**src/rtl/l15_data_ram_arbiter.sv**
```systemverilog
// L1.5 instruction-cache data memory arbiter.
// Shares a single-port data memory between the lookup read path and the
// refill write path. Writes win by default, a streak counter bounds how long
// a pending read can be held off, and a same-address collision always lets
// the write go first so the later read observes the refilled data. Read data
// comes back one cycle after the grant and is held stable between reads.
module l15_data_ram_arbiter #(
  parameter int DATA_WIDTH    = 64,
  parameter int ADDR_WIDTH    = 7,
  parameter int MAX_WR_STREAK = 4
) (
  input  logic                    clk,
  input  logic                    rst_n,
  input  logic                    rd_req_i,
  input  logic [ADDR_WIDTH-1:0]   rd_addr_i,
  output logic                    rd_gnt_o,
  output logic                    rd_rvalid_o,
  output logic [DATA_WIDTH-1:0]   rd_rdata_o,
  input  logic                    wr_req_i,
  input  logic [ADDR_WIDTH-1:0]   wr_addr_i,
  input  logic [DATA_WIDTH-1:0]   wr_wdata_i,
  output logic                    wr_gnt_o,
  output logic                    mem_req_o,
  output logic                    mem_write_o,
  output logic [ADDR_WIDTH-1:0]   mem_addr_o,
  output logic [DATA_WIDTH-1:0]   mem_wdata_o,
  output logic [DATA_WIDTH/8-1:0] mem_be_o,
  input  logic [DATA_WIDTH-1:0]   mem_rdata_i
);

  localparam int BE_W     = DATA_WIDTH / 8;
  localparam int STREAK_W = $clog2(MAX_WR_STREAK + 1);
  localparam logic [STREAK_W-1:0] STREAK_MAX = STREAK_W'(MAX_WR_STREAK);

  // Counter increment that parks at the streak limit instead of wrapping;
  // same-address writes may keep winning after the limit is reached.
  function automatic logic [STREAK_W-1:0] sat_inc(input logic [STREAK_W-1:0] v);
    return (v >= STREAK_MAX) ? v : v + STREAK_W'(1);
  endfunction

  logic [STREAK_W-1:0]   streak_q;
  logic                  vld_p1;
  logic [DATA_WIDTH-1:0] rdata_hold_p1;
  logic                  same_addr;
  logic                  streak_ok;

  // Stage 0: combinational arbitration and memory drive
  assign same_addr = (rd_addr_i == wr_addr_i);
  assign streak_ok = (streak_q < STREAK_MAX);

  // A write yields only to a pending read on a different address once the
  // streak limit is hit; a same-address write always goes first.
  assign wr_gnt_o = wr_req_i & (~rd_req_i | same_addr | streak_ok);
  assign rd_gnt_o = rd_req_i & ~wr_gnt_o;

  assign mem_req_o   = rd_gnt_o | wr_gnt_o;
  assign mem_write_o = wr_gnt_o;
  assign mem_addr_o  = wr_gnt_o ? wr_addr_i : (rd_gnt_o ? rd_addr_i : '0);
  assign mem_wdata_o = wr_gnt_o ? wr_wdata_i : '0;
  assign mem_be_o    = {BE_W{wr_gnt_o}};

  // Consecutive write grants while a read waits; any read grant or a cycle
  // without a read request resets the count.
  always_ff @(posedge clk or negedge rst_n) begin
    if (!rst_n) begin
      streak_q <= '0;
    end else if (!rd_req_i || rd_gnt_o) begin
      streak_q <= '0;
    end else if (wr_gnt_o) begin
      streak_q <= sat_inc(streak_q);
    end
  end

  // Stage 1: read data returns from memory one cycle after the grant
  always_ff @(posedge clk or negedge rst_n) begin
    if (!rst_n) begin
      vld_p1 <= 1'b0;
    end else begin
      vld_p1 <= rd_gnt_o;
    end
  end

  // Capture the returned word so rd_rdata_o stays stable between reads.
  always_ff @(posedge clk or negedge rst_n) begin
    if (!rst_n) begin
      rdata_hold_p1 <= '0;
    end else if (vld_p1) begin
      rdata_hold_p1 <= mem_rdata_i;
    end
  end

  assign rd_rvalid_o = vld_p1;
  assign rd_rdata_o  = vld_p1 ? mem_rdata_i : rdata_hold_p1;

endmodule

```
**config.mk**
```make
export PLATFORM = sky130hd
export DESIGN_NAME = l15_data_ram_arbiter
export DESIGN_NICKNAME = d
export VERILOG_FILES = /design/src/rtl/l15_data_ram_arbiter.sv
export SDC_FILE = /design/constraint.sdc
export NUM_CORES = 1
export LEC_CHECK = 0
export CAP_MARGIN = 40
export CORE_AREA = 2 2 114 116
export CTS_CLUSTER_SIZE = 25
export DETAILED_ROUTE_END_ITERATION = 16
export DIE_AREA = 0 0 116 118
export PLACE_DENSITY_LB_ADDON = 0.3
export SLEW_MARGIN = 10
export SYNTH_ARGS = -nofsm -noshare
export SYNTH_HDL_FRONTEND = slang
export SYNTH_SLANG_ARGS = --single-unit
```
**constraint.sdc**
```tcl
create_clock -name clk -period 2.81 [get_ports clk]
set_input_delay 0.562 -clock clk [delete_from_list [all_inputs] [get_ports clk]]
set_output_delay 0.562 -clock clk [all_outputs]
set_load 0.05 [all_outputs]
```
Yosys cells after proc, flatten, opt, wreduce, memory -nomap -nowiden
Index checks and enable logic that the tools add are counted.
- register bits after elaboration: 68
- bits in latches: 0
- bits in writable memories: 0
- bits in read-only memories: 0
- output and inout bits: 148
- word-level logic and storage cells: 26
- memories: 0
- add/subtract/negate cells: 1
- multiply operators: 0
- divide/modulo/power cells: 0
- magnitude comparators: 2
- equal/unequal tests: 2
- shifts and indexed selects: 0
- muxes and demuxes: 7
- bitwise logic cells: 7
- reductions and logical operators: 4
- operators with widths (operator ; number):
    64-bit two-way mux ; 2
    7-bit two-way mux ; 2
    3-bit two-way mux ; 3
    7-bit == test ; 1
    3-bit by 1-bit adder with 3-bit output, second input constant ; 1
    3-bit greater-or-equal comparator, second input constant ; 1
    3-bit < comparator, second input constant ; 1
    1-bit OR ; 3
    1-bit bitwise AND ; 2
    2-bit inequality test, second input constant ; 1
    1-bit NOT ; 2
    2-bit AND reduction ; 1
    2-bit nonzero test ; 1
    1-bit logical NOT ; 1
    1-bit logical OR ; 1

Depth between registers and ports, before layout
- word-level depth: 9
- gate-level depth with buffers: 6

Least setup slack after synthesis
Ideal clock, no wire load.
- path type: input to output
- start: input port wr_addr_i[6]
- end: output port mem_addr_o[0]
- arrival: 2143 ps
- setup slack: 105 ps
- stages on the path: 4
- cell sequence: xor2_1 nor4_4 a41oi_2 a22o_1
- cells in the longest elaborated chain, start to end: 8
- ends and longest elaborated chain (element ; line ; text):
    start: declaration ; 20 ; input logic [ADDR_WIDTH-1:0] wr_addr_i,
    7-bit == test ; 48 ; assign same_addr = (rd_addr_i == wr_addr_i);
    1-bit OR (2 in series) ; 53 ; assign wr_gnt_o = wr_req_i & (~rd_req_i | same_addr | streak_ok);
    1-bit bitwise AND ; 53 ;
    1-bit NOT ; 54 ; assign rd_gnt_o = rd_req_i & ~wr_gnt_o;
    1-bit bitwise AND ; 54 ;
    net rd_gnt_o ; 16 ; output logic rd_gnt_o,
    7-bit two-way mux (2 in series) ; 58 ; assign mem_addr_o = wr_gnt_o ? wr_addr_i : (rd_gnt_o ? rd_addr_i : '0);
    end: declaration ; 25 ; output logic [ADDR_WIDTH-1:0] mem_addr_o,
The timed path passes the listed nets, and every way through them passes these cells.

Worst setup path in the final report
- start: input port wr_addr_i[4]
- end: output port mem_addr_o[2]
- cells in the longest elaborated chain, start to end: 8
- ends and longest elaborated chain (element ; line):
    7-bit == test * ; 48
    1-bit OR * (2 in series) ; 53
    1-bit bitwise AND * ; 53
    1-bit NOT ; 54
    1-bit bitwise AND ; 54
    7-bit two-way mux ; 58
    7-bit two-way mux * ; 58
Mark *: on every way between the ends. The rest lies on a longest branch, timed or not.

==> key figures <==
Routing
  • Routed vias: 3062
  • Detail-routed via count per cell: 4.16
  • Post-Route WL: 12.6 mm
  • Pre-Repair DR Iteration Count: 4
  • Post-route DRC: 0
  • WL/cell: 17.1 um
  • Antenna Violating Nets Remaining: 0
  • Drt first-iter violations: 105

Global routing
  • Overflow after GRT: 0
  • First-pass GRT wire length: 18.6 mm
  • Initial antenna violation count: 1
  • Vias in the first global route: 3267
  • GR Util met2: 34.1%
  • Gr busiest metal: met2
  • GR Util All Layers: 18.1%
  • Met1 usage: 19.0%
  • Largest net degree at the start of global routing: 39
  • Grt met3 use: 5.97%

STA
  • Final count of negative-setup-slack endpoints: 0
  • Setup Skew: 0.00485 ns
  • Minimum clock period: 2.77 ns
  • Highest clock rate: 361 MHz
  • Slew at the pin closest to its max-slew limit: 0.704 ns
  • Final hold violation count: 0
  • RSZ-0062 raised after global routing: false
  • Pins Over Slew Limit: 0
  • Final Cycle Share: 98.6%
  • Slew HR: 53.1%

Synthesis
  • Share of async-settable or async-resettable flops after synthesis: 100%
  • Synthesized Nets: 401
  • Top cells by area, synth: dfrtp_1 (52%), mux2_2 (22%), and2_1 (12%)
  • Flops & latches, synth: 68
  • Most frequent cell after synthesis: dfrtp_1
  • Cell Area, Synth: 3270 um^2
  • Top-area cell type share of the netlist area: 52.0%
  • Post-synth top area cell: dfrtp_1
  • Cells after synthesis: 254
  • Yosys cell types: 23
  • Share of the yosys chip area belonging to registers: 52.0%
  • Post-synth EDFFs: 0
  • Avg Cell Area, Syn: 12.9 um^2
  • Main synth FF type: dfrtp_1
  • Yosys warns: 0
  • Synth top cells by count: dfrtp_1 (68), and2_1 (64), mux2_2 (64)

Die
  • Die Height: 118 um
  • Die area: 13700 um^2
  • Die W: 116 um
  • Io pins: 294
  • Row count: 41
  • Starting Density: 26.4%
  • Core area: 12400 um^2

Critical path
  • Critical Path Sink Type: output pin
  • Critical Path RT: 2.25 ns
  • WP data arrival: 2.21 ns
  • Critical Path Source Type: input pin
  • Critical Path Fanout Max: 6
  • CP Class: input pin to output pin

Cells and area
  • ANT cells: 0
  • Fraction of layout cells with a size suffix above 1: 48.6%
  • Fin nets: 707
  • Utilization after layout: 60.9%
  • Fin area: 7560 um^2
  • FILL cells: 1024
  • Synthesis-to-finish area growth: 131%

Clock tree
  • CTS Buffer Depth: 2
  • Skew-Pair Late Insertion Delay: 0.32 ns
  • Hold buffers post-CTS: 0
  • Root Driver: clkbuf_16
  • CTS buffer count: 9
  • H-tree depth: 3
  • Clock tree from TritonCTS: built
  • Clock slew at the register clock pins of the worst setup and hold paths: 0.06 ns
  • # clock sinks: 68

Pwr
  • Switching power total: 1540 uW
  • Power Internal: 2690 uW
  • Combinational Power Share: 44.7%
  • Clock power share: 28.0%
  • Pwr dens: 560 nW/um^2
  • Leak pwr: 0.00329 uW
  • Peak VDD IR: 0.420 mV
  • Reg power frac: 27.3%
  • Sw Ratio: 36.5%

Placement
  • DPL Wire Length: 10.3 mm
  • Gpl congestion: 0.758
  • IO Port Bufs: 293
  • Cell area after placement: 7080 um^2

Status
  • Status: finished clean

Hold path
  • Worst hold path class: input pin to asynchronous set/reset pin

Job
  • Max cap viols: 0
-- power by group through the flow --
stage	combinational (uW)	sequential (uW)	clock, uW
after CTS	1900	1160	1220
after global placement	1860	1170	0
after detailed placement	1880	1170	0
final	1890	1150	1190
after global routing	1970	1170	1260
after floorplan	1060	1160	0
-- repair_timing --
| item | in CTS | in global routing |
|---|---|---|
| setup endpoints to repair | 82 | 75 |
| pin swaps | 6 | 7 |
| gates resized for setup | 19 | 22 |
| buffers inserted | 5 | 4 |
-- layout by cell type (no fill, tap or decap), drive strengths merged --
master	count
inv	2
a41o	1
xor2	6
clkdlybuf4s50	133
clkinvlp	2
dfrtp	68
a21oi	3
clkinv	1
nand2b	2
dlygate4sd2	2
nor2	3
and2	64
ha	1
a41oi	1
nand2	2
a22o	7
a31oi	1
nand3	1
xnor2	1
o21ai	1
bufinv	2
clkdlybuf4s15	1
clkbuf	15
mux2	64
or2	1
nor4	1
dlymetal6s2s	3
buf	174
nor4bb	1
-- cells by family (layout without fill, tap and decap cells) --
logic type / count (synthesis) / after routing / synth area share, %
AOI/OAI and AO/OA: 14 / 14 / 3.48
xor gates and xnor gates: 7 / 7 / 1.87
adders and majority gates: 1 / 1 / 0.382
buffers and inverters: 25 / 335 / 5.74
DFF: 68 / 68 / 52.0
muxes: 64 / 64 / 22.0
and+or+nand+nor: 75 / 75 / 14.5
-- final timing paths --
check	start	cells past startpoint	slack, ns	endpoint
max in group asynchronous	rst_n	2	1.87	rdata_hold_p1[0]$_DFF_PN0_
min	rst_n	1	0.28	rdata_hold_p1[52]$_DFF_PN0_
min in group clk	rdata_hold_p1[7]$_DFF_PN0_	1	0.49	rdata_hold_p1[7]$_DFF_PN0_
max	wr_addr_i[4]	8	0.04	mem_addr_o[2]
max reg2reg	streak_q[2]$_DFFE_PN0P_	5	1.50	rd_rvalid_o$_DFF_PN0_
min reg2reg	rdata_hold_p1[7]$_DFF_PN0_	1	0.49	rdata_hold_p1[7]$_DFF_PN0_
-- sequential cells by signal (all words and copies together), names as in the netlist --
| name | cells |
|---|---|
| rd_rvalid_o | 1 |
| rdata_hold_p1 | 64 |
| streak_q | 3 |
-- stage by stage --
stage | TNS [ns] | cells | hold WS, ns | worst slack (ns) | power, uW
finish | 0 | 736 | 0.283 | 0.0392 | 4230
global route | 0 | 736 | 0.330 | 0.00260 | 4400
CTS | 0 | 732 | 0.308 | 0.00740 | 4270
detailed placement | -15.91 | 712 | 0.485 | -0.252 | 3050
global placement | -14.49 | 712 | 0.481 | -0.225 | 3030
floorplan | 0 | 254 | 0.266 | 0.105 | 2220
-- layer usage --
layer	vias up	share of wire, %
met5	-	0.10
met4	2	1.4
met3	13	7.2
met2	117	56
met1	1483	35
li1	1447	-
-- critical path, stage by stage --
cell             delay, ns
clkdlybuf4s50_1       0.47
xnor2_2               0.24
buf_4                 0.16
a41oi_4               0.12
buf_12                0.16
buf_12                0.12
a22o_4                0.22
buf_12                0.14
-- layout make-up --
cell class / count / area [um^2] / share of cell area (%)
inverter: 1 / 3.75 / 0.0496
multi-input combinational: 161 / 1480 / 19.6
timing repair buffer: 319 / 3840 / 50.8
clock inverter: 6 / 88.8 / 1.17
clock buffer: 9 / 225 / 2.98
sequential: 68 / 1700 / 22.5
tap: 172 / 215 / 2.85
Power figures use the tool's default switching activity.
